File: src/rtl/mgmt_sram_bank_ctrl.sv
// Wishbone-classic slave onto NUM_BANKS single-port 32-bit SRAM banks with byte masks.
// Optional macro MGMT_SRAM_BANK_ERR_EN: out-of-range accesses respond with wb_err_o instead of wb_ack_o.
module mgmt_sram_bank_ctrl #(
  parameter int unsigned NUM_BANKS = 2,
  parameter int unsigned BANK_AW   = 8,
  parameter int unsigned READ_LAT  = 1,
  parameter logic [31:0] BASE_ADDR = 32'h0000_0000
) (
  input  logic                     core_clk,
  input  logic                     core_rstn,
  input  logic                     wb_cyc_i,
  input  logic                     wb_stb_i,
  input  logic                     wb_we_i,
  input  logic [3:0]               wb_sel_i,
  input  logic [31:0]              wb_adr_i,
  input  logic [31:0]              wb_dat_i,
  output logic [31:0]              wb_dat_o,
  output logic                     wb_ack_o,
  output logic                     wb_err_o,
  output logic [NUM_BANKS-1:0]     mem_ena,
  output logic [NUM_BANKS-1:0]     mem_wen,
  output logic [4*NUM_BANKS-1:0]   mem_wen_mask,
  output logic [BANK_AW-1:0]       mem_addr,
  output logic [31:0]              mem_wdata,
  input  logic [32*NUM_BANKS-1:0]  mem_rdata
);

  localparam int unsigned BW = (NUM_BANKS > 1) ? $clog2(NUM_BANKS) : 1;
  localparam int unsigned CW = 2;
  localparam logic [32:0] REGION = 33'(NUM_BANKS) << (BANK_AW + 2);

  typedef enum logic [1:0] {IDLE, RD_WAIT, RESP} state_t;

  state_t                  state_q, state_d;
  logic [CW-1:0]           cnt_q, cnt_d;
  logic [BW-1:0]           bank_q, bank_d;
  logic                    ack_q, ack_d;
  logic [31:0]             dat_q, dat_d;
  logic [NUM_BANKS-1:0]    ena_q, ena_d;
  logic [NUM_BANKS-1:0]    wen_q, wen_d;
  logic [4*NUM_BANKS-1:0]  mask_q, mask_d;
  logic [BANK_AW-1:0]      addr_q, addr_d;
  logic [31:0]             wdata_q, wdata_d;

  logic [31:0]             off;
  logic                    hit;
  logic [BW-1:0]           bank_sel;
  logic [BANK_AW-1:0]      word_sel;

  assign off      = wb_adr_i - BASE_ADDR;
  assign hit      = {1'b0, off} < REGION;
  assign bank_sel = off[BANK_AW+2 +: BW];
  assign word_sel = off[BANK_AW+1:2];

`ifdef MGMT_SRAM_BANK_ERR_EN
  logic miss_q, miss_d, err_q, err_d;
`endif

  always_comb begin
    state_d = state_q;
    cnt_d   = cnt_q;
    bank_d  = bank_q;
    ack_d   = 1'b0;
    dat_d   = dat_q;
    ena_d   = '0;
    wen_d   = '0;
    mask_d  = '0;
    addr_d  = addr_q;
    wdata_d = wdata_q;
`ifdef MGMT_SRAM_BANK_ERR_EN
    miss_d  = miss_q;
    err_d   = 1'b0;
`endif
    unique case (state_q)
      IDLE: begin
        if (wb_cyc_i && wb_stb_i) begin
`ifdef MGMT_SRAM_BANK_ERR_EN
          miss_d = !hit;
`endif
          if (!hit) begin
            dat_d   = '0;
            state_d = RESP;
          end else begin
            addr_d = word_sel;
            bank_d = bank_sel;
            if (wb_we_i) begin
              wdata_d = wb_dat_i;
              // An all-zero byte select still completes the cycle, but without touching memory.
              if (wb_sel_i != '0) begin
                for (int unsigned b = 0; b < NUM_BANKS; b++) begin
                  if (bank_sel == BW'(b)) begin
                    ena_d[b]         = 1'b1;
                    wen_d[b]         = 1'b1;
                    mask_d[4*b +: 4] = wb_sel_i;
                  end
                end
              end
              state_d = RESP;
            end else begin
              for (int unsigned b = 0; b < NUM_BANKS; b++) begin
                if (bank_sel == BW'(b)) ena_d[b] = 1'b1;
              end
              cnt_d   = CW'(READ_LAT - 1);
              state_d = RD_WAIT;
            end
          end
        end
      end
      RD_WAIT: begin
        if (!wb_cyc_i) begin
          state_d = IDLE;
        end else if (cnt_q == '0) begin
          for (int unsigned b = 0; b < NUM_BANKS; b++) begin
            if (bank_q == BW'(b)) dat_d = mem_rdata[32*b +: 32];
          end
          state_d = RESP;
        end else begin
          cnt_d = cnt_q - 1'b1;
        end
      end
      RESP: begin
        state_d = IDLE;
        if (wb_cyc_i) begin
`ifdef MGMT_SRAM_BANK_ERR_EN
          ack_d = !miss_q;
          err_d = miss_q;
`else
          ack_d = 1'b1;
`endif
        end
      end
      default: state_d = IDLE;
    endcase
  end

  always_ff @(posedge core_clk) begin
    if (!core_rstn) begin
      state_q <= IDLE;
      cnt_q   <= '0;
      bank_q  <= '0;
      ack_q   <= 1'b0;
      dat_q   <= '0;
      ena_q   <= '0;
      wen_q   <= '0;
      mask_q  <= '0;
      addr_q  <= '0;
      wdata_q <= '0;
`ifdef MGMT_SRAM_BANK_ERR_EN
      miss_q  <= 1'b0;
      err_q   <= 1'b0;
`endif
    end else begin
      state_q <= state_d;
      cnt_q   <= cnt_d;
      bank_q  <= bank_d;
      ack_q   <= ack_d;
      dat_q   <= dat_d;
      ena_q   <= ena_d;
      wen_q   <= wen_d;
      mask_q  <= mask_d;
      addr_q  <= addr_d;
      wdata_q <= wdata_d;
`ifdef MGMT_SRAM_BANK_ERR_EN
      miss_q  <= miss_d;
      err_q   <= err_d;
`endif
    end
  end

  assign wb_ack_o     = ack_q;
  assign wb_dat_o     = dat_q;
  assign mem_ena      = ena_q;
  assign mem_wen      = wen_q;
  assign mem_wen_mask = mask_q;
  assign mem_addr     = addr_q;
  assign mem_wdata    = wdata_q;
`ifdef MGMT_SRAM_BANK_ERR_EN
  assign wb_err_o     = err_q;
`else
  assign wb_err_o     = 1'b0;
`endif

endmodule

File: config.mk
export PLATFORM = sky130hd
export DESIGN_NAME = mgmt_sram_bank_ctrl
export DESIGN_NICKNAME = d
export VERILOG_FILES = /design/src/rtl/mgmt_sram_bank_ctrl.sv
export SDC_FILE = /design/constraint.sdc
export NUM_CORES = 1
export LEC_CHECK = 0
export ABC_AREA = 1
export CORE_UTILIZATION = 42
export CTS_CLUSTER_DIAMETER = 120
export CTS_CLUSTER_SIZE = 8
export DETAILED_ROUTE_END_ITERATION = 8
export PLACE_DENSITY = 0.89
export RECOVER_POWER = 50
export SLEW_MARGIN = 15
export SYNTH_ARGS = -nofsm -noshare
export SYNTH_HDL_FRONTEND = slang
export SYNTH_SLANG_ARGS = --single-unit
File: constraint.sdc
create_clock -name core_clk -period 2.33 [get_ports core_clk]
set_input_delay 0.699 -clock core_clk [delete_from_list [all_inputs] [get_ports core_clk]]
set_output_delay 0.699 -clock core_clk [all_outputs]
set_load 0.005 [all_outputs]
Word-level counts from Yosys, hierarchy flattened

Index checks and enable logic that the tools add are counted.

Add/subtract/negate cells: 1
Multiply operators: 0
Div/mod/pow operators: 0
$lt $le $gt $ge: 1
Equal/unequal tests: 10
Shift-type cells: 0
Muxes and demuxes: 23
Bitwise operators: 6
Reductions and logical operators: 15

Operators by type and width:

| operator               | number |
|---|---|
| $mux W32               | 5 |
| $pmux W32 S2           | 1 |
| $lt A32 B12 Y1 const B | 1 |
| $mux W2                | 12 |
| $ne A2 B2 Y1 const B   | 7 |
| $reduce_and A5 Y1      | 2 |
| $pmux W2 S2            | 2 |
| $reduce_and A4 Y1      | 2 |
| $reduce_and A7 Y1      | 1 |
| $reduce_or A7 Y1       | 1 |
| $not A1 Y1             | 6 |
| $reduce_and A6 Y1      | 1 |
| $logic_not A2 Y1       | 2 |
| $reduce_and A2 Y1      | 2 |
| $reduce_bool A4 Y1     | 1 |
| $mux W1                | 3 |
| $ne A3 B3 Y1 const B   | 1 |
| $reduce_and A3 Y1      | 1 |
| $eq A2 B1 Y1 const B   | 1 |
| $eq A2 B2 Y1 const B   | 1 |
| $reduce_bool A2 Y1     | 1 |
| $sub A2 B1 Y2 const B  | 1 |
| $logic_and A1 B1 Y1    | 1 |

Register bits after elaboration: 90
Latch bits: 0
Bits in writable memories: 0
Memory bits (read-only): 0
Input port bits: 137
Output and inout bits: 86
Word-level logic and storage cells: 67
Memories kept: 0

Depth between registers and ports, before layout

Depth in word-level cells: 4
Depth in mapped cells: 11

Worst setup path after synthesis

OpenSTA, ideal clock, no wires.

Kind: input -> register
Start point: in wb_adr_i[28]
End point: reg wdata_q[10], in the netlist mem_wdata[10]
Arrival: 1.667 ns
Slack: 0.520 ns
Stages on the path: 9
Path buffers: 1
Cell sequence: nor2_1 > nand2_1 > nor2_2 > nand2_2 > nor2_8 > nand3_4 > clkbuf_1 > nand2_1 > a21oi_2

Cells in the longest elaborated chain, start to end: 2

RTL lines:

| element                            | RTL line | text |
|---|---|---|
| start, declared                    | 15       | `input logic [31:0] wb_adr_i,` |
| $lt A32 B12 Y1                     | 51       | `assign hit = {1'b0, off} < REGION;` |
| $reduce_and A4 Y1 (no source line) | -        |  |
| end signal, assigned               | 162      | `wdata_q <= wdata_d;` |
| end, declared                      | 43       | `logic [31:0] wdata_q, wdata_d;` |

Every way passes these cells.
A chain may end at the register's enable or synchronous reset.

Worst setup path in the final report

Start point: in wb_adr_i[14]
End point: reg addr_q[7], in the netlist mem_addr[7]

Cells in the longest elaborated chain, start to end: 2

RTL lines:

| element                            | RTL line | text |
|---|---|---|
| $lt A32 B12 Y1                     | 51       |  |
| $reduce_and A3 Y1 (no source line) | -        |  |
| end signal, assigned               | 161      | `addr_q <= addr_d;` |
| end, declared                      | 42       | `logic [BANK_AW-1:0] addr_q, addr_d;` |

Every way passes these cells.

==> results.yml <==
clock_network:
  cts_tree: "done"
  clk_pin_slew_ps: 100
  numCtsBuffers: 9
  cts-root-buf: "clkbuf_8"
  cts_setup_buffers: 0
  clk_path_buf_depth: 2
  clkSinkCount: 90
  insertion_delay_ps: 360
  ctsResizeCount: 0
  cts_hold_buf: 0
  cts_htree_levels: 3
cells_and_area:
  layout_commonest_cell: "clkdlybuf4s50_1"
  finalNetCount: 883
  final_util_pct: 71.11
  layout-drive-gt1-share_pct: 14.67
  fillers: 749
  final_cell_mix: "clkdlybuf4s50_1 (142), nand2_1 (115), dfxtp_1 (90), dlygate4sd3_1 (77), nor2_1 (72)"
  area_growth_pct: 62.79
  n_antenna_cell: 0
yosys:
  synth_area_leaders: "dfxtp_1 (44%), nand2_1 (11%), a21oi_1 (6.8%)"
  synth-edff-count: 0
  yosys.area.top_type: "dfxtp_1"
  syn_area_um2: 4055
  syn_area_per_cell_um2: 7.637
  synth.distinct_cells: 31
  ys.flop_type: "dfxtp_1"
  synth_cells: 531
  synthArstFlopShare_pct: 0
  syn_nets: 669
  yosysSeqAreaShare_pct: 44.43
  synth_top_area_share_pct: 44.43
  ys_seq_elements: 90
  yosys_warnings: 0
sta:
  fin_crit_sh_pct: 88.78
  period_needed_ps: 2068
  max_freq_mhz: 483.5
  rsz0062_at_grt: "false"
  maxSlewViolCount: 0
  setup_viol: 0
  hold_violations: 0
  timing.clock.skew_ps: 16.13
  holdWs_ps: 463.6
critical_path:
  worstRegToRegCells: 8
  r2r_slack_ps: 700
  startpoint_type: "input pin"
  critical_path_class: "input pin to flop"
  arrival_ps: 2370
  r2r_end: "wb_dat_o[0]"
  cp.required_ps: 2630
  path_max_fanout: 10
  crit_path_end_kind: "flop"
  reg2reg_from: "state_q[0]"
pwr:
  total_power_w: 0.002978
  power_density_nw_per_um2: 451.2
  ir_worst_vdd_mv: 0.3516
  leakage_nw: 2.656
global_route:
  grt_usage_pct: 24.59
  grt_max_degree: 51
  grt_pass1_vias: 4212
  antenna_found_initial: 0
  overflow: 0
  grt_pass1_wl_um: 19490
status:
  outcome: "complete, no violations"
drt:
  drt-vias-per-instance: 4.885
  dr_total_vias: 4294
  wl_per_cell_um: 14.31
  postRouteAntennaNets: 0
  drt_iter0_drc: 120
  postRouteWirelength_um: 12580
  drt_pre_antenna_iters: 4
  drc: 0
floorplan:
  die_x_um: 100.3
  rows: 35
  coreArea_um2: 9284
  io_pins: 223
  start_util_pct: 43.68
  die_area_um2: 10050
  die-height_um: 100.3
hold_path:
  worstHoldStart: "wb_dat_o[29]"
  hp-class: "flop to flop"
  whs_endpoint: "wb_dat_o[29]"
  worstHoldPathCells: 2
place:
  gp_congestion: 0.7639
  dpl.hpwl_um: 9323
  io_buffers: 219
run:
  max_cap_violations: 0
## cell usage after synthesis (2+ instances only)
library cell and count:
nor2_1 71, o21ai_0 10, buf_1 2, a21oi_2 30
inv_2 3, a21oi_1 55, buf_2 6, clkbuf_1 19
nor2_2 2, buf_4 5, o21a_1 14, inv_1 16
dfxtp_1 90, nand3_1 38, nand2_1 115, nand4_1 2
nand3_4 2, nor3_1 2, nand2_2 35, buf_12 3
## cell families (layout without fill, tap and decap cells)
group / after synthesis / after routing / synth area share, %
AO/OA/AOI/OAI: 110 / 110 / 17.49
AND/OR/NAND/NOR: 273 / 273 / 30.58
flip-flops: 90 / 90 / 44.43
buffers and inverters: 56 / 275 / 7.097
adder cells (fa/ha/maj): 1 / 1 / 0.3085
other: 1 / 1 / 0.09248
## registers in the layout (all words and copies together), names as in the netlist
signal	flops
mem_ena	2
mem_wen	2
cnt_q	2
state_q	2
wb_dat_o	32
mem_wen_mask	8
bank_q	1
wb_ack_o	1
mem_addr	8
mem_wdata	32
## final cells by class
class,instances,area (um^2),share of cell area [%]
repair buffers,238,2394,36.26
well taps,129,161.4,2.445
clock buffers,10,127.6,1.933
flip-flops and latches,90,1802,27.29
multi-input cells,385,1963,29.74
clock inverters,6,72.57,1.099
inverters,21,81.33,1.232
## worst max-delay path, cell delays in order
cell and delay [ps]:
clkdlybuf4s50_1 400, nor2_1 140, nand2_1 60, nor2_1 150, nand2_2 110, nor2_8 160, nand3_4 150, inv_1 150
buf_4 180, nor2_1 60, nor2_1 100
## metal layers
metal | vias up | wire [um] | track usage, %
met3 | 25 | 1066 | 7.869
met2 | 160 | 6391 | 44.99
met5 | - | 0 | 0
met1 | 1972 | 4873 | 26.45
li1 | 2137 | - | -
met4 | 0 | 246 | 8.807
## report_power, final
group / leakage, nW / switching, W / internal, W
Combinational: 1.83 / 0.000119 / 0.000232
Clock: 0.0979 / 0.000578 / 0.000510
Sequential: 0.725 / 0.00000136 / 0.00154
## through the flow
stage	cells	TNS, ps	setup slack, ps	area, um^2
after global routing	879	0	117.7	6601
after global placement	863	0	0.2394	6407
final	879	0	261.5	6601
after detailed placement	863	-1808	-57.17	6407
after floorplan	531	0	519.8	4055
after CTS	879	0	318.6	6608
## worst max path at each step
stage	startpoint	endpoint	slack [ps]	cells past startpoint
after floorplan	wb_adr_i[28]	mem_wdata[10]	520	9
after global placement	wb_adr_i[14]	mem_wdata[0]	0.2	10
after detailed placement	wb_adr_i[14]	mem_addr[7]	-60	11
after CTS	wb_adr_i[14]	mem_wdata[6]	320	10
after global routing	wb_adr_i[14]	mem_addr[7]	120	11
final	wb_adr_i[14]	mem_addr[7]	260	11
Power figures use the tool's default switching activity.
